### src/rtl/kronos_types_pkg.sv
// Shared Kronos pipeline types.
// Holds the IF->ID payload, the default boot address and the fetch FSM encoding.
package kronos_types;

    // Payload handed from fetch to decode.
    typedef struct packed {
        logic [31:0] pc;
        logic [31:0] ir;
    } pipeIFID_t;

    localparam logic [31:0] BOOT_ADDR_DEFAULT = 32'h0000_0000;

    typedef enum logic {
        INIT  = 1'b0,
        FETCH = 1'b1
    } fetch_state_e;

endpackage

### src/rtl/kronos_fetch_skid.sv
// Generic one-entry skid register.
// Holds a single word while the downstream slot is busy. Clear has priority over
// everything else. Load and unload are never asserted together by the fetch unit,
// but if they were, load wins and the entry stays valid.
module kronos_fetch_skid #(
    parameter int WIDTH = 64
) (
    input  logic             clk_i,
    input  logic             rstz_i,
    input  logic             clr_i,
    input  logic             load_i,
    input  logic             unload_i,
    input  logic [WIDTH-1:0] data_i,
    output logic             vld_o,
    output logic [WIDTH-1:0] data_o
);

    logic             vld_q, vld_d;
    logic [WIDTH-1:0] data_q, data_d;

    // Next-state for the single entry.
    always_comb begin
        vld_d  = vld_q;
        data_d = data_q;
        if (clr_i) begin
            vld_d = 1'b0;
        end else if (load_i) begin
            vld_d  = 1'b1;
            data_d = data_i;
        end else if (unload_i) begin
            vld_d = 1'b0;
        end
    end

    // Entry storage.
    always_ff @(posedge clk_i or negedge rstz_i) begin
        if (!rstz_i) begin
            vld_q  <= 1'b0;
            data_q <= '0;
        end else begin
            vld_q  <= vld_d;
            data_q <= data_d;
        end
    end

    assign vld_o  = vld_q;
    assign data_o = data_q;

endmodule

### src/rtl/kronos_fetch_unit.sv
// Kronos instruction fetch stage.
// Owns the PC, issues word reads on the instruction bus and hands {pc, ir} to decode
// over a vld/rdy handshake. A branch redirect from writeback flushes everything in
// flight and restarts fetching at the (word-aligned) target.
// Build option KRONOS_FETCH_SKID_EN: adds a skid entry behind the output register so
// instr_req no longer depends combinationally on pipe_out_rdy.
module kronos_fetch_unit
    import kronos_types::*;
#(
    parameter logic [31:0] BOOT_ADDR = BOOT_ADDR_DEFAULT
) (
    input  logic        clk,
    input  logic        rstz,
    output logic [31:0] instr_addr,
    output logic        instr_req,
    input  logic [31:0] instr_data,
    input  logic        instr_gnt,
    input  logic        branch,
    input  logic [31:0] branch_target,
    output pipeIFID_t   fetch,
    output logic        pipe_out_vld,
    input  logic        pipe_out_rdy
);

    fetch_state_e state_q, state_d;
    logic [31:0]  pc_q, pc_d;
    pipeIFID_t    out_q, out_d;
    logic         vld_q, vld_d;

    logic         slot_free;
    logic         grant;
    pipeIFID_t    captured;
    logic         skid_vld;
    pipeIFID_t    skid_data;

    // Target low bits are discarded; fetch is always word aligned.
    logic unused_tgt_lsb;
    assign unused_tgt_lsb = ^branch_target[1:0];

    // The output register can take a new word when empty or being drained this cycle.
    assign slot_free = ~vld_q | pipe_out_rdy;
    assign grant     = instr_req & instr_gnt;
    assign captured  = '{pc: pc_q, ir: instr_data};

`ifdef KRONOS_FETCH_SKID_EN
    // Request only depends on local state, so rdy never reaches the instruction bus.
    assign instr_req = (state_q == FETCH) & ~skid_vld & ~branch;

    // A grant that cannot go to the stalled output parks in the skid entry; the entry
    // drains into the output on the next free slot.
    kronos_fetch_skid #(
        .WIDTH ($bits(pipeIFID_t))
    ) u_skid (
        .clk_i    (clk),
        .rstz_i   (rstz),
        .clr_i    (branch),
        .load_i   (grant & ~slot_free),
        .unload_i (slot_free & skid_vld),
        .data_i   (captured),
        .vld_o    (skid_vld),
        .data_o   (skid_data)
    );
`else
    // Only request when the single output register is free (or being freed) this cycle.
    assign instr_req = (state_q == FETCH) & slot_free & ~branch;
    assign skid_vld  = 1'b0;
    assign skid_data = '0;
`endif

    // FSM, PC and output-slot next-state; branch overrides every other event.
    always_comb begin
        state_d = FETCH;
        pc_d    = pc_q;
        out_d   = out_q;
        vld_d   = vld_q;
        if (branch) begin
            pc_d  = {branch_target[31:2], 2'b00};
            vld_d = 1'b0;
        end else begin
            if (grant) begin
                pc_d = pc_q + 32'd4;
            end
            if (slot_free) begin
                if (skid_vld) begin
                    out_d = skid_data;
                    vld_d = 1'b1;
                end else if (grant) begin
                    out_d = captured;
                    vld_d = 1'b1;
                end else begin
                    vld_d = 1'b0;
                end
            end
        end
    end

    // State registers.
    always_ff @(posedge clk or negedge rstz) begin
        if (!rstz) begin
            state_q <= INIT;
            pc_q    <= BOOT_ADDR;
            out_q   <= '0;
            vld_q   <= 1'b0;
        end else begin
            state_q <= state_d;
            pc_q    <= pc_d;
            out_q   <= out_d;
            vld_q   <= vld_d;
        end
    end

    assign instr_addr   = pc_q;
    assign fetch        = out_q;
    assign pipe_out_vld = vld_q;

endmodule

### config.mk
export PLATFORM = sky130hd
export DESIGN_NAME = kronos_fetch_unit
export DESIGN_NICKNAME = d
export VERILOG_FILES = /design/src/rtl/kronos_types_pkg.sv /design/src/rtl/kronos_fetch_skid.sv /design/src/rtl/kronos_fetch_unit.sv
export SDC_FILE = /design/constraint.sdc
export NUM_CORES = 1
export LEC_CHECK = 0
export ABC_CLOCK_PERIOD_IN_PS = 4600
export BUFFER_PORTS_ARGS = -buffer_cell sky130_fd_sc_hd__buf_2
export CAP_MARGIN = 20
export CORE_MARGIN = 3
export CORE_UTILIZATION = 30
export DETAILED_ROUTE_END_ITERATION = 8
export GPL_TIMING_DRIVEN = 0
export SETUP_SLACK_MARGIN = 0.1
export SLEW_MARGIN = 20
export SYNTH_ARGS = -nofsm -noshare
export SYNTH_HDL_FRONTEND = slang
export SYNTH_SLANG_ARGS = --single-unit
### constraint.sdc
create_clock -name clk -period 4.6 [get_ports clk]
set_input_delay 0.92 -clock clk [delete_from_list [all_inputs] [get_ports clk]]
set_output_delay 0.92 -clock clk [all_outputs]
set_load 0.03 [all_outputs]
==> impl_metrics.py <==
metrics = {
    "die": {
        "die_x_um": 124,
        "die-area_mm2": 0.0153,
        "initial_core_util": 0.310,
        "row_count": 42,
        "pin_count": 167,
        "core_mm2": 0.0134,
        "die_y_um": 124,
    },
    "synthesis": {
        "synth_compound_area_frac": 0.0484,
        "synth_mux_area_frac": 0.178,
        "synth_ff_type": "dfrtp_1",
        "yosys_warnings": 0,
        "yosysTopAreaCellShare": 0.565,
        "ys_types": 38,
        "ys_seq_area_frac": 0.565,
        "yosys.area_share.adder": 0.00301,
        "synthSimpleGateAreaFrac": 0.121,
        "yosysTopAreaCell": "dfrtp_1",
        "synthTopCellsByArea": "dfrtp_1, mux2_2, nand2_1",
        "synth-edff-count": 0,
        "synth_common_cells": "dfrtp_1, mux2_2, nand2_1",
        "syn_area_mm2": 0.00416,
        "yosysMostFrequentCell": "dfrtp_1",
        "ys_ff_latch": 94,
        "syn_inst": 341,
        "synth.avg_cell_area_um2": 12.2,
        "synth_top_family_by_area": "multiplexers",
        "synth_xor_area_frac": 0.0505,
        "async_flop_share": 1.00,
    },
    "placement": {
        "dp_hpwl_mm": 8.14,
        "finalWeightedCongestion": 0.790,
        "port_buffers": 159,
        "post-place-ws_ps": 1640,
    },
    "cells_and_area": {
        "multi_input_area_mm2": 0.00169,
        "antenna-diode-count": 0,
        "register_area_mm2": 0.00235,
        "layout-area-overhead-vs-synth_pct": 32.8,
        "nets": 585,
        "num-fill-cells": 1288,
        "drive_gt1_frac": 0.494,
    },
    "pwr": {
        "irDropWorstVdd_v": 0.000164,
        "comb_power_share": 0.281,
        "pwr-share-seq": 0.420,
        "pwr-share-clk": 0.299,
        "switching_share": 0.345,
        "powerDensity_mw_per_mm2": 462,
        "p_leak_uw": 0.00261,
        "p_int_uw": 1670,
        "p_sw_uw": 879,
    },
    "clock_network": {
        "htree_levels": 3,
        "clk_latency_ps": 340,
        "cts_root_buffer": "clkbuf_16",
        "ctsHoldBuffers": 0,
        "cts_buffers": 9,
        "clk_pin_slew_worst_paths_ps": 60,
        "cts_tree": "yes",
        "post-cts-setup-buffers": 0,
        "cts.sinks": 94,
        "cts_resized": 0,
        "cts_max_path_buffers": 2,
    },
    "global_route": {
        "grt_max_degree": 74,
        "gr-total-overflow": 0,
        "grt_pass1_wl_mm": 16.8,
        "grt_pass1_vias": 3227,
        "antenna_found_initial": 0,
        "grtUsageTotal": 0.144,
    },
    "critical_path": {
        "worst-setup-path-type": "in -> out",
        "end_kind": "output port",
        "required_ps": 3680,
        "crit_chain": "clkbuf_1 > clkinv_1 > and3_1 > buf_2",
        "slowest_delay_ps": 410,
        "arrival_ps": 2060,
        "cp_max_fo": 10,
        "critPathLaunchType": "input pin",
        "slowest_stage": "clkinv_1",
    },
    "timing": {
        "drv_slew": 0,
        "fin_worst_skew_ps": 7.87,
        "period_needed_ps": 2980,
        "setup_viol": 0,
        "post-route-period-util": 0.649,
        "rsz0062_at_grt": "no",
        "fin_tns_setup_ps": 0,
        "timing.fmax_ghz": 0.335,
        "hold_violations": 0,
        "setup_ws_ps": 1620,
    },
    "routing": {
        "drt_drc_violations_left": 0,
        "viasPerCell": 4.65,
        "drtIter0Drc": 150,
        "vias": 3236,
        "drt_pass1_iterations": 4,
        "routed_wirelength_mm": 10.9,
        "wire_per_inst_um": 15.6,
        "ant_nets": 0,
    },
    "run_status": {
        "outcome": "finished clean",
    },
    "hold_path": {
        "hp-class": "in -> async",
    },
    "job": {
        "cap_violations": 0,
    },
}
[placed cells by master, fill, tap and decap left out, types with 2 or more instances in the layout]
| cell | count |
|---|---|
| clkbuf_8 | 2 |
| nand4_1 | 8 |
| and2_1 | 6 |
| clkbuf_1 | 8 |
| xor2_1 | 11 |
| mux2_2 | 65 |
| buf_4 | 4 |
| nor2_1 | 7 |
| o21ai_0 | 22 |
| buf_2 | 166 |
| inv_1 | 5 |
| clkbuf_16 | 9 |
| clkinv_2 | 3 |
| dfrtp_1 | 94 |
| a22oi_1 | 2 |
| nor4_1 | 6 |
| and4_1 | 3 |
| buf_6 | 2 |
| nand3_1 | 12 |
| xnor2_1 | 13 |
| conb_1 | 5 |
| nand2_1 | 32 |
| nor3_1 | 9 |
| a21o_1 | 2 |
| and3_1 | 4 |
| a31oi_1 | 3 |
[stage by stage]
| step | cells | total power (µW) | hold WS (ps) | util | cell area, µm² |
|---|---|---|---|---|---|
| after global routing | 696 | 2690 | 425 | 0.412 | 5520 |
| after global placement | 679 | 1800 | 484 | 0.387 | 5190 |
| final | 696 | 2550 | 424 | 0.412 | 5520 |
| after floorplan | 344 | 1560 | 624 | - | 4170 |
| after CTS | 696 | 2590 | 416 | 0.412 | 5520 |
| after detailed placement | 680 | 1820 | 490 | 0.390 | 5220 |
[final timing paths]
| kind | from | end | slack, ps | depth (start not counted) |
|---|---|---|---|---|
| setup / recovery | branch | instr_req | 1620 | 4 |
| hold / removal | rstz | fetch[0] | 420 | 1 |
| setup reg to reg | pipe_out_vld | fetch[58] | 2370 | 6 |
| hold reg to reg | fetch[50] | fetch[50] | 500 | 1 |
| max in group asynchronous | rstz | pipe_out_vld | 3550 | 2 |
| min in group clk | fetch[50] | fetch[50] | 500 | 1 |
[kinds of logic (layout without fill, tap and decap cells)]
kind of cell,after synthesis,after routing
muxes,66,66
DFF,94,94
and+or+nand+nor,94,94
AOI/OAI and AO/OA,34,34
xor gates and xnor gates,24,24
adders and majority gates,1,1
buffers and inverters,26,202
other,2,5
[flip-flops by register name, summed over array words and instances, names as in the netlist]
| register | cells |
|---|---|
| pipe_out_vld | 1 |
| instr_addr | 30 |
| state_q | 1 |
| fetch | 62 |
[worst max-delay path, delay by kind of cell]
| family | cells | cell delay (ps) |
|---|---|---|
| buffers and inverters | 3 | 860 |
| and+or+nand+nor | 1 | 280 |
[power by group through the flow]
stage | registers [µW] | logic (µW) | clock network, µW
detailed placement | 1090 | 727 | 0
finish | 1070 | 718 | 763
global placement | 1080 | 718 | 0
global route | 1090 | 772 | 821
CTS | 1070 | 729 | 785
floorplan | 1370 | 184 | 0
[per-layer routing]
metal / GRT usage / vias to the layer above / part of all wire
li1: - / 1538 / -
met1: 0.184 / 1561 / 0.44
met2: 0.236 / 126 / 0.47
met3: 0.0372 / 11 / 0.076
met4: 0.0519 / 0 / 0.014
met5: 0 / - / 0
[final cells by class]
type	count	share of cell area
tap	176	0.0399
clock buffer	12	0.0464
sequential	94	0.426
clock inverter	4	0.00816
buffer	20	0.0195
multi-input combinational	224	0.306
timing repair buffer	160	0.150
inverter	6	0.00408
No activity file was read; power rests on OpenSTA's default activity.
